### config.mk
export PLATFORM = sky130hd
export DESIGN_NAME = sram_like_arbiter
export DESIGN_NICKNAME = d
export VERILOG_FILES = /design/src/rtl/sram_like_arbiter_pkg.sv /design/src/rtl/sram_like_arbiter_id_fifo.sv /design/src/rtl/sram_like_arbiter.sv
export SDC_FILE = /design/constraint.sdc
export NUM_CORES = 1
export LEC_CHECK = 0
export ABC_AREA = 1
export BUFFER_PORTS_ARGS = -buffer_cell sky130_fd_sc_hd__buf_2
export CAP_MARGIN = 0
export CORE_AREA = 3 3 112 114
export DETAILED_ROUTE_END_ITERATION = 16
export DIE_AREA = 0 0 115 117
export GPL_TIMING_DRIVEN = 1
export PLACE_DENSITY = 0.63
export SYNTH_ARGS = -nofsm -noshare
export SYNTH_HDL_FRONTEND = slang
export SYNTH_SLANG_ARGS = --single-unit
### constraint.sdc
create_clock -name clk -period 2.5 [get_ports clk]
set_input_delay 0.25 -clock clk [delete_from_list [all_inputs] [get_ports clk]]
set_output_delay 0.25 -clock clk [all_outputs]
set_load 0.02 [all_outputs]
### src/rtl/sram_like_arbiter_pkg.sv
// Shared definitions for the sram-like arbiter: transfer size encodings,
// arbitration mode selectors and the arbiter state encoding.
package sram_like_arbiter_pkg;

  // Transfer size encodings carried on m_size / s_size
  localparam logic [1:0] SIZE_B = 2'd0;
  localparam logic [1:0] SIZE_H = 2'd1;
  localparam logic [1:0] SIZE_W = 2'd2;

  // Arbitration mode selectors for ARB_MODE
  localparam int unsigned ARB_FIXED = 0;
  localparam int unsigned ARB_RR    = 1;

  typedef enum logic {
    ARB_IDLE = 1'b0,
    ARB_LOCK = 1'b1
  } arb_state_e;

endpackage

### src/rtl/sram_like_arbiter_id_fifo.sv
// In-order FIFO of channel IDs for accepted-but-unanswered transactions.
// Ports:
//   clk, resetn  clock, asynchronous active-low reset
//   push, din    enqueue an ID (ignored when full)
//   pop          dequeue the head ID (ignored when empty)
//   dout         head ID
//   full, empty  occupancy flags
module sram_like_arbiter_id_fifo
  import sram_like_arbiter_pkg::*;
#(
  parameter int unsigned WIDTH = 1,
  parameter int unsigned DEPTH = 4
) (
  input  logic             clk,
  input  logic             resetn,
  input  logic             push,
  input  logic             pop,
  input  logic [WIDTH-1:0] din,
  output logic [WIDTH-1:0] dout,
  output logic             full,
  output logic             empty
);

  localparam int unsigned PTR_W = (DEPTH > 1) ? $clog2(DEPTH) : 1;

  logic [WIDTH-1:0] mem_q [DEPTH];
  logic [PTR_W-1:0] wr_ptr_q, rd_ptr_q;
  logic [PTR_W:0]   count_q;
  logic             do_push, do_pop;

  assign full    = (count_q == (PTR_W + 1)'(DEPTH));
  assign empty   = (count_q == '0);
  assign do_push = push && !full;
  assign do_pop  = pop && !empty;
  assign dout    = mem_q[rd_ptr_q];

  // DEPTH is a power of two, so pointers wrap naturally on overflow
  always_ff @(posedge clk or negedge resetn) begin
    if (!resetn) begin
      wr_ptr_q <= '0;
      rd_ptr_q <= '0;
      count_q  <= '0;
    end else begin
      if (do_push) wr_ptr_q <= wr_ptr_q + 1'b1;
      if (do_pop)  rd_ptr_q <= rd_ptr_q + 1'b1;
      if (do_push && !do_pop)      count_q <= count_q + 1'b1;
      else if (!do_push && do_pop) count_q <= count_q - 1'b1;
    end
  end

  // Storage needs no reset: entries are only read while counted valid
  always_ff @(posedge clk) begin
    if (do_push) mem_q[wr_ptr_q] <= din;
  end

endmodule

### src/rtl/sram_like_arbiter.sv
// N-channel sram-like arbiter: merges NUM_CH masters onto one slave port.
// Fixed-priority or round-robin pick; a pending (not yet accepted) slave
// request is locked to its channel; an in-order ID FIFO routes responses.
// Ports:
//   clk, resetn                         clock, asynchronous active-low reset
//   m_req/m_wr/m_size/m_addr/m_wstrb/m_wdata  packed per-channel requests
//   m_addr_ok, m_data_ok, m_rdata       per-channel handshakes, shared rdata
//   s_req/s_wr/s_size/s_addr/s_wstrb/s_wdata  slave request payload
//   s_addr_ok, s_data_ok, s_rdata       slave handshakes and read data
//   proto_err                           sticky: data_ok with nothing outstanding
module sram_like_arbiter
  import sram_like_arbiter_pkg::*;
#(
  parameter int unsigned NUM_CH   = 2,
  parameter int unsigned OT_DEPTH = 4,
  parameter int unsigned ADDR_W   = 32,
  parameter int unsigned DATA_W   = 32,
  parameter int unsigned ARB_MODE = 1
) (
  input  logic                         clk,
  input  logic                         resetn,
  input  logic [NUM_CH-1:0]            m_req,
  input  logic [NUM_CH-1:0]            m_wr,
  input  logic [2*NUM_CH-1:0]          m_size,
  input  logic [ADDR_W*NUM_CH-1:0]     m_addr,
  input  logic [(DATA_W/8)*NUM_CH-1:0] m_wstrb,
  input  logic [DATA_W*NUM_CH-1:0]     m_wdata,
  output logic [NUM_CH-1:0]            m_addr_ok,
  output logic [NUM_CH-1:0]            m_data_ok,
  output logic [DATA_W-1:0]            m_rdata,
  output logic                         s_req,
  output logic                         s_wr,
  output logic [1:0]                   s_size,
  output logic [ADDR_W-1:0]            s_addr,
  output logic [DATA_W/8-1:0]          s_wstrb,
  output logic [DATA_W-1:0]            s_wdata,
  input  logic                         s_addr_ok,
  input  logic                         s_data_ok,
  input  logic [DATA_W-1:0]            s_rdata,
  output logic                         proto_err
);

  localparam int unsigned CH_W   = (NUM_CH > 1) ? $clog2(NUM_CH) : 1;
  localparam int unsigned STRB_W = DATA_W / 8;

  arb_state_e      state_q, state_d;
  logic [CH_W-1:0] lock_ch_q, lock_ch_d;
  logic [CH_W-1:0] rr_ptr_q, rr_ptr_d;
  logic            proto_err_q;

  logic [CH_W-1:0] pick, grant, head;
  logic [CH_W-1:0] idx;
  logic            pick_vld, sel_vld, accept, pop;
  logic            fifo_full, fifo_empty;

  // Combinational pick: fixed scans from 0, round-robin scans from rr_ptr
  always_comb begin
    pick     = '0;
    pick_vld = 1'b0;
    idx      = '0;
    for (int unsigned i = 0; i < NUM_CH; i++) begin
      if (ARB_MODE == ARB_RR) idx = CH_W'((i + 32'(rr_ptr_q)) % NUM_CH);
      else                    idx = CH_W'(i);
      if (!pick_vld && m_req[idx]) begin
        pick_vld = 1'b1;
        pick     = idx;
      end
    end
  end

  assign grant = (state_q == ARB_LOCK) ? lock_ch_q : pick;
  // resetn gates the selection so outputs are quiet while reset is held
  assign sel_vld = resetn && ((state_q == ARB_LOCK) || pick_vld);
  assign s_req   = sel_vld && !fifo_full;
  assign accept  = s_req && s_addr_ok;
  assign pop     = s_data_ok && !fifo_empty;
  assign m_rdata = s_rdata;
  assign proto_err = proto_err_q;

  always_comb begin
    s_wr      = 1'b0;
    s_size    = '0;
    s_addr    = '0;
    s_wstrb   = '0;
    s_wdata   = '0;
    m_addr_ok = '0;
    m_data_ok = '0;
    for (int unsigned i = 0; i < NUM_CH; i++) begin
      if (sel_vld && (grant == CH_W'(i))) begin
        s_wr    = m_wr[i];
        s_size  = m_size[i*2 +: 2];
        s_addr  = m_addr[i*ADDR_W +: ADDR_W];
        s_wstrb = m_wstrb[i*STRB_W +: STRB_W];
        s_wdata = m_wdata[i*DATA_W +: DATA_W];
      end
      m_addr_ok[i] = accept && (grant == CH_W'(i));
      m_data_ok[i] = pop && (head == CH_W'(i));
    end
  end

  always_comb begin
    state_d   = state_q;
    lock_ch_d = lock_ch_q;
    rr_ptr_d  = rr_ptr_q;
    unique case (state_q)
      ARB_IDLE: begin
        if (s_req && !s_addr_ok) begin
          state_d   = ARB_LOCK;
          lock_ch_d = grant;
        end
      end
      ARB_LOCK: begin
        if (accept) state_d = ARB_IDLE;
      end
      default: state_d = ARB_IDLE;
    endcase
    if (accept && (ARB_MODE == ARB_RR)) rr_ptr_d = CH_W'((32'(grant) + 1) % NUM_CH);
  end

  always_ff @(posedge clk or negedge resetn) begin
    if (!resetn) begin
      state_q     <= ARB_IDLE;
      lock_ch_q   <= '0;
      rr_ptr_q    <= '0;
      proto_err_q <= 1'b0;
    end else begin
      state_q   <= state_d;
      lock_ch_q <= lock_ch_d;
      rr_ptr_q  <= rr_ptr_d;
      if (s_data_ok && fifo_empty) proto_err_q <= 1'b1;
    end
  end

  sram_like_arbiter_id_fifo #(
    .WIDTH (CH_W),
    .DEPTH (OT_DEPTH)
  ) u_id_fifo (
    .clk    (clk),
    .resetn (resetn),
    .push   (accept),
    .pop    (pop),
    .din    (grant),
    .dout   (head),
    .full   (fifo_full),
    .empty  (fifo_empty)
  );

endmodule

* After elaboration in Yosys (flattened, before gate mapping) *
Memory sizes are Yosys's and may differ from the RTL's.
Index checks and enable logic that the tools add are counted.
Widths: inputs -> output; s select.

cells by class
  $lt $le $gt $ge = 2
  reduce and logical (&&, ||, !) cells = 27
  eq/ne operators = 1
  muxes and demuxes = 26
  shift operators = 0
  multipliers = 0
  bitwise logic cells = 3
  divide/modulo/power cells = 0
  $add $sub $neg = 6

operators by type and width
  operator             count
  $mux 32              4
  $logic_and 1x1->1    17
  $mux 1               15
  $mux 4               2
  $logic_not 1->1      6
  $mux 3               2
  $add 2x1->2 const B  2
  $lt 1x2->1 const B   2
  $mux 2               2
  $add 3x1->3 const B  1
  $eq 3x3->1 const B   1
  $logic_not 3->1      1
  $not 1->1            3
  $sub 3x1->3 const B  1
  $pmux 1 s2           1
  $reduce_and 2->1     1
  $reduce_bool 2->1    1
  $add 1x1->1 const A  1
  $add 1x1->1 const B  1
  $logic_or 1x1->1     1

word-level totals
  bits in latches = 0
  RAM bits = 4
  register bits after elaboration = 11
  bits of input ports = 180
  memories kept = 1
  output and inout bits = 109
  memory bits (read-only) = 0

memory list
  name             depth  width  rd ports  clocked after memory_dff  write ports  RTL line                         source
  u_id_fifo.mem_q  4      1      1         0                         1            sram_like_arbiter_id_fifo.sv:26  logic [WIDTH-1:0] mem_q [DEPTH];

* Logic depth before layout (Yosys ltp) *
  depth after elaboration = 15
  gate-level depth with buffers = 10
  gate-level depth less buffers = 10

* Hierarchy *
A second synthesis with hierarchy kept.

unflattened totals
  cells, all modules = 388
  area, all modules = 2,815.2 µm²

modules (own cells, without submodules)
  module                     cells an instance  seq. area each (µm²)  instances  area each (µm²)
  sram_like_arbiter          315                100.1                 1          2,182.1
  sram_like_arbiter_id_fifo  73                 295.3                 1          633.1

* Worst setup path before layout *
No wires, ideal clock.

  path type = reg-to-reg
  from = register u_id_fifo.count_q[0]
  to = register u_id_fifo.count_q[2]
  data arrival time = 2.004 ns
  required time = 2.421 ns
  cell stages (with the launch flop) = 11
  clock period less this slack = 2.083 ns
  slack = 0.417 ns
  cells stage by stage = dfrtp_1 nor2_1 nand2_1 nand4_1 inv_1 ha_1 inv_1 fa_1 or2_2 nand2_1 xor2_1

between the ends
  cells in the longest elaborated chain, start to end = 8
  elaborated cells between the ends (all ways) = 18
  those cells by class = add/sub: 2; eq/ne: 1; mux: 2; reduce/logical: 13

RTL lines
  item                                RTL line                                                  source
  from (decl)                         sram_like_arbiter_id_fifo.sv:28                           logic [PTR_W:0] count_q;
  from (signal assigned)              sram_like_arbiter_id_fifo.sv:46                           if (do_push && !do_pop) count_q <= count_q + 1'b1;
  from (signal assigned)              sram_like_arbiter_id_fifo.sv:47                           else if (!do_push && do_pop) count_q <= count_q - 1'b1;
  $eq 3x3->1 (*)                      sram_like_arbiter_id_fifo.sv:31                           assign full = (count_q == (PTR_W + 1)'(DEPTH));
  $logic_not 1->1 (*)                 sram_like_arbiter_id_fifo.sv:33, sram_like_arbiter.sv:74
  $logic_and 1x1->1                   sram_like_arbiter.sv:74                                   assign s_req = sel_vld && !fifo_full;
  $logic_and 1x1->1                   sram_like_arbiter.sv:75                                   assign accept = s_req && s_addr_ok;
  $logic_and 1x1->1 (*)               sram_like_arbiter_id_fifo.sv:33                           assign do_push = push && !full;
  net u_id_fifo.do_push               sram_like_arbiter_id_fifo.sv:29                           logic do_push, do_pop;
  $logic_not 1->1                     sram_like_arbiter_id_fifo.sv:47
  $logic_and 1x1->1                   sram_like_arbiter_id_fifo.sv:47
  $reduce_bool 2->1 (no source line)  --

Mark *: on every way through the listed nets, which the timed path passes. The rest lies on a longest branch. The select of a mux whose other input is x is not followed.
A chain may end at the register's enable or synchronous reset.

* Final worst setup path *
  from = input resetn
  to = output s_addr[18]

between the ends
  cells in the longest elaborated chain, start to end = 4
  elaborated cells between the ends (all ways) = 5
  those cells by class = mux: 2; reduce/logical: 3

RTL lines
  item                   RTL line                 source
  from (decl)            sram_like_arbiter.sv:21  input logic resetn,
  $logic_and 1x1->1 (*)  sram_like_arbiter.sv:73  assign sel_vld = resetn && ((state_q == ARB_LOCK) || pick_vld);
  $logic_and 1x1->1      sram_like_arbiter.sv:89  if (sel_vld && (grant == CH_W'(i))) begin
  $mux 32                sram_like_arbiter.sv:89
  $mux 32 (*)            sram_like_arbiter.sv:89
  to (decl)              sram_like_arbiter.sv:34  output logic [ADDR_W-1:0] s_addr,

Every way passes the cells marked *; elsewhere a longest branch is shown, timed or not.

==> impl_summary.log <==
INFO  metric run_status = complete, no violations
INFO  metric setup-violations-final = 0
INFO  metric vdd.ir_drop.worst = 0.299 mV
INFO  metric worstSetupEndpointType = output pin
INFO  metric main_combinational_cell_family_by_area_after_synthesis = simple AND/OR/NAND/NOR gates
INFO  metric internal-power = about 1.2 mW
INFO  metric drt_first_iter_violations = between 150 and 200
INFO  metric clock_sink_count = 15
INFO  metric cts-buffers-inserted = 3
INFO  metric synth_most_common_cell = nand3_1
INFO  metric core_area = 11500 um2
INFO  metric setup_repair_after_global_routing_missed_its_margin = no
INFO  metric synth_top_area_frac = 0.331
INFO  metric postCtsSetupRepairBufs = 0
INFO  metric ctsResizeCount = 0
INFO  metric final_layout_size_suffix_gt1_frac = 0.446
INFO  metric drv.max_cap_violation_count = 0
INFO  metric avgRoutedWirePerCell = approximately 13 um
INFO  metric report.final.hold_viol_count = 0
INFO  metric groute.usage.overall = 0.118
INFO  metric first_global_vias = 2505
INFO  metric die_boundary_height = between 100 and 150 um
INFO  metric synth_largest_area_cell = nand3_1
INFO  metric yosys_register_bits = 15
INFO  metric io_buffer_count = around 220
INFO  metric finClkSkew = around 3.3 ps
INFO  metric grt_pass1_wl = about 13 mm
INFO  metric minimum_setup_slack_after_placement = 432 ps
INFO  metric setup_tns_final = 0 ps
INFO  metric combinational_fraction_of_design_power = 0.707
INFO  metric area_delta_synth_final = 49.5%
INFO  metric synth_mux_area_frac = 0.00514
INFO  metric postLayoutSetupSlackWorst = ~210 ps
INFO  metric fillers = 1328
INFO  metric startpoint_type = input pin
INFO  metric synth_fp_nets = 554
INFO  metric post_synth_and_or_nand_nor_area_fraction = 0.523
INFO  metric fin_crit_sh = 0.915
INFO  metric cellLeakagePower = roughly 2 nW
INFO  metric yosysSeqAreaShare = 0.180
INFO  metric synth-main-ff-cell = dfrtp_1
INFO  metric chipWidth = between 100 and 150 um
INFO  metric fin_area = between 3000 and 4000 um2
INFO  metric synth-async-reset-ratio = 0.733
INFO  metric timing_worst_slew_pin_value = 415 ps
INFO  metric floorplan.io_pins = just under 300
INFO  metric area_of_the_die = approximately 13000 um2
INFO  metric hold_path.class = in2reg
INFO  metric fraction_of_synthesized_cell_area_in_xor_and_xnor_cells = 0.0160
INFO  metric layout.cells.non_filler = roughly 690
INFO  metric synth_adder_area_share = 0.0377
INFO  metric placed_area = around 3200 um2
INFO  metric synth_cell_type_count = 24
INFO  metric routed-via-count = slightly above 3000
INFO  metric number_of_antenna_repair_diodes = 0
INFO  metric synthesis.area = between 2000 and 2500 um2
INFO  metric fin_nets = 730
INFO  metric clock_path_buffers = 2
INFO  metric data_arrival_critical_path = between 2000 and 2500 ps
INFO  metric worstSetupPathType = in2out
INFO  metric depth_of_the_most_critical_reg_to_reg_path = 9
INFO  metric synth_compound_area_frac = 0.0274
INFO  metric hpwl = 7.81 mm
INFO  metric power_frac_seq = 0.171
INFO  metric antenna_found_initial = 1
INFO  metric aggregate_routed_wire_length = a little over 9 mm
INFO  metric timing.max_slew.rel_slack = 0.724
INFO  metric post_synth_edffs = 4
INFO  metric gp_congestion = approximately 0.78
INFO  metric grt_start_max_net_pins = 83
INFO  metric p_sw_frac = 0.542
INFO  metric final.hold.worst_slack = roughly 290 ps
INFO  metric placedCellCount = 681
INFO  metric upper_clock_frequency_limit = 437 MHz
INFO  metric hold_depth = 2
INFO  metric h_tree_depth_reported_by_cts = 1
INFO  metric post_synth_most_frequent_cells = nand3_1 (145), nand2_1 (93), buf_4 (37), inv_1 (17), clkbuf_1 (13)
INFO  metric critical_path.max_fanout = 63
INFO  metric ys.warnings.count = 0
INFO  metric timing.critical_path.required = 2250 ps
INFO  metric finalPower = 2.56 mW
INFO  metric finish.utilization = 0.285
INFO  metric start_util = 0.190
INFO  metric clkTransAtPathRegs = about 50 ps
INFO  metric power_density = 781 nW/um2
INFO  metric synth.area.top_cells = nand3_1 (33%), nand2_1 (16%), buf_4 (13%)
INFO  metric share_clk_of_total_power = 0.122
INFO  metric std_cell_rows = 39
INFO  metric total_switching_power = between 1 and 1.5 mW
INFO  metric clock_tree.root_cell = clkbuf_16
INFO  metric drt_drc_violations_left = 0
INFO  metric firstDrtPassIters = 4
INFO  metric synthesis.instances = roughly 370
INFO  metric final-max-slew-violation-count = 0
INFO  metric layout_min_cycle_time = between 2000 and 2500 ps
INFO  metric tritoncts_clock_tree = yes
INFO  metric globalRoute.totalOverflow = 0
INFO  metric syn-mean-instance-area = 5.96 um2
INFO  metric clk-insertion-delay-late = around 250 ps
INFO  metric via_per_inst = about 4.4
INFO  metric route.antenna.remaining_nets = 0
-- layout by cell type, fill, tap and decap left out, drive strengths merged, types with 3 or more instances in the layout --
master	synthesis	final
nand4	4	4
ha	5	5
dfrtp	11	11
edfxtp	4	4
a21oi	3	3
clkbuf	13	3
buf	49	232
inv	18	18
nand2	93	93
nor2	11	11
nand3	145	145
-- per-layer routing --
layer,share of wire,global-route usage,up-vias
li1,-,-,1547
met1,0.41,0.155,1304
met2,0.47,0.189,161
met3,0.11,0.0452,6
met4,0.0068,0.0125,2
met5,0.0012,0,-
-- state kept, by name, indices dropped and copies added (netlist names), named ones only --
name / flops
u_id_fifo.mem_q: 4
u_id_fifo.rd_ptr_q: 2
u_id_fifo.count_q: 3
lock_ch_q: 1
proto_err: 1
rr_ptr_q: 1
u_id_fifo.wr_ptr_q: 2
-- what timing repair did --
action / in CTS / in global routing
setup endpoints to repair: 0 / 0
hold endpoints to repair: 4 / 0
hold buffers: 1 / 0
-- critical path: stages --
cell           delay [ps]
dlygate4sd3_1         520
buf_2                 220
inv_1                 100
a21oi_4               180
buf_12                260
nand3_1               190
nand2_1               100
buf_2                 160
-- kinds of logic after synthesis --
group	after synthesis
flops	15
mux	1
buf+inv	80
fa+ha+maj	6
xor+xnor	4
simple gates	254
compound gates	8
-- final cells by class --
| class | count | area (um2) | share of cell area |
|---|---|---|---|
| multi-input cells | 273 | 1340 | 0.409 |
| repair buffers | 233 | 1220 | 0.371 |
| flip-flops and latches | 15 | 395 | 0.121 |
| well taps | 143 | 179 | 0.0546 |
| clock buffers | 3 | 75.1 | 0.0229 |
| inverters | 18 | 67.6 | 0.0206 |
| clock inverters | 1 | 5.00 | 0.00153 |
-- path summary, 6_finish.rpt --
| check | from | end | slack (ps) |
|---|---|---|---|
| max | resetn | s_addr[18] | 210 |
| min | s_addr_ok | flip-flop | 290 |
| max reg2reg | u_id_fifo.count_q[0] | u_id_fifo.count_q[2] | 400 |
| min reg2reg | proto_err | proto_err | 470 |
| max in group asynchronous | resetn | u_id_fifo.rd_ptr_q[1] | 1770 |
| min in group asynchronous | resetn | async pin | 380 |
-- power by group through the flow --
| stage | Sequential (mW) | Clock, mW | Combinational, mW |
|---|---|---|---|
| floorplan | 0.432 | 0 | 1.29 |
| global placement | 0.436 | 0 | 1.83 |
| detailed placement | 0.439 | 0 | 1.84 |
| CTS | 0.437 | 0.322 | 1.84 |
| global route | 0.450 | 0.328 | 2.01 |
| finish | 0.437 | 0.312 | 1.81 |
Power figures use the tool's default switching activity.
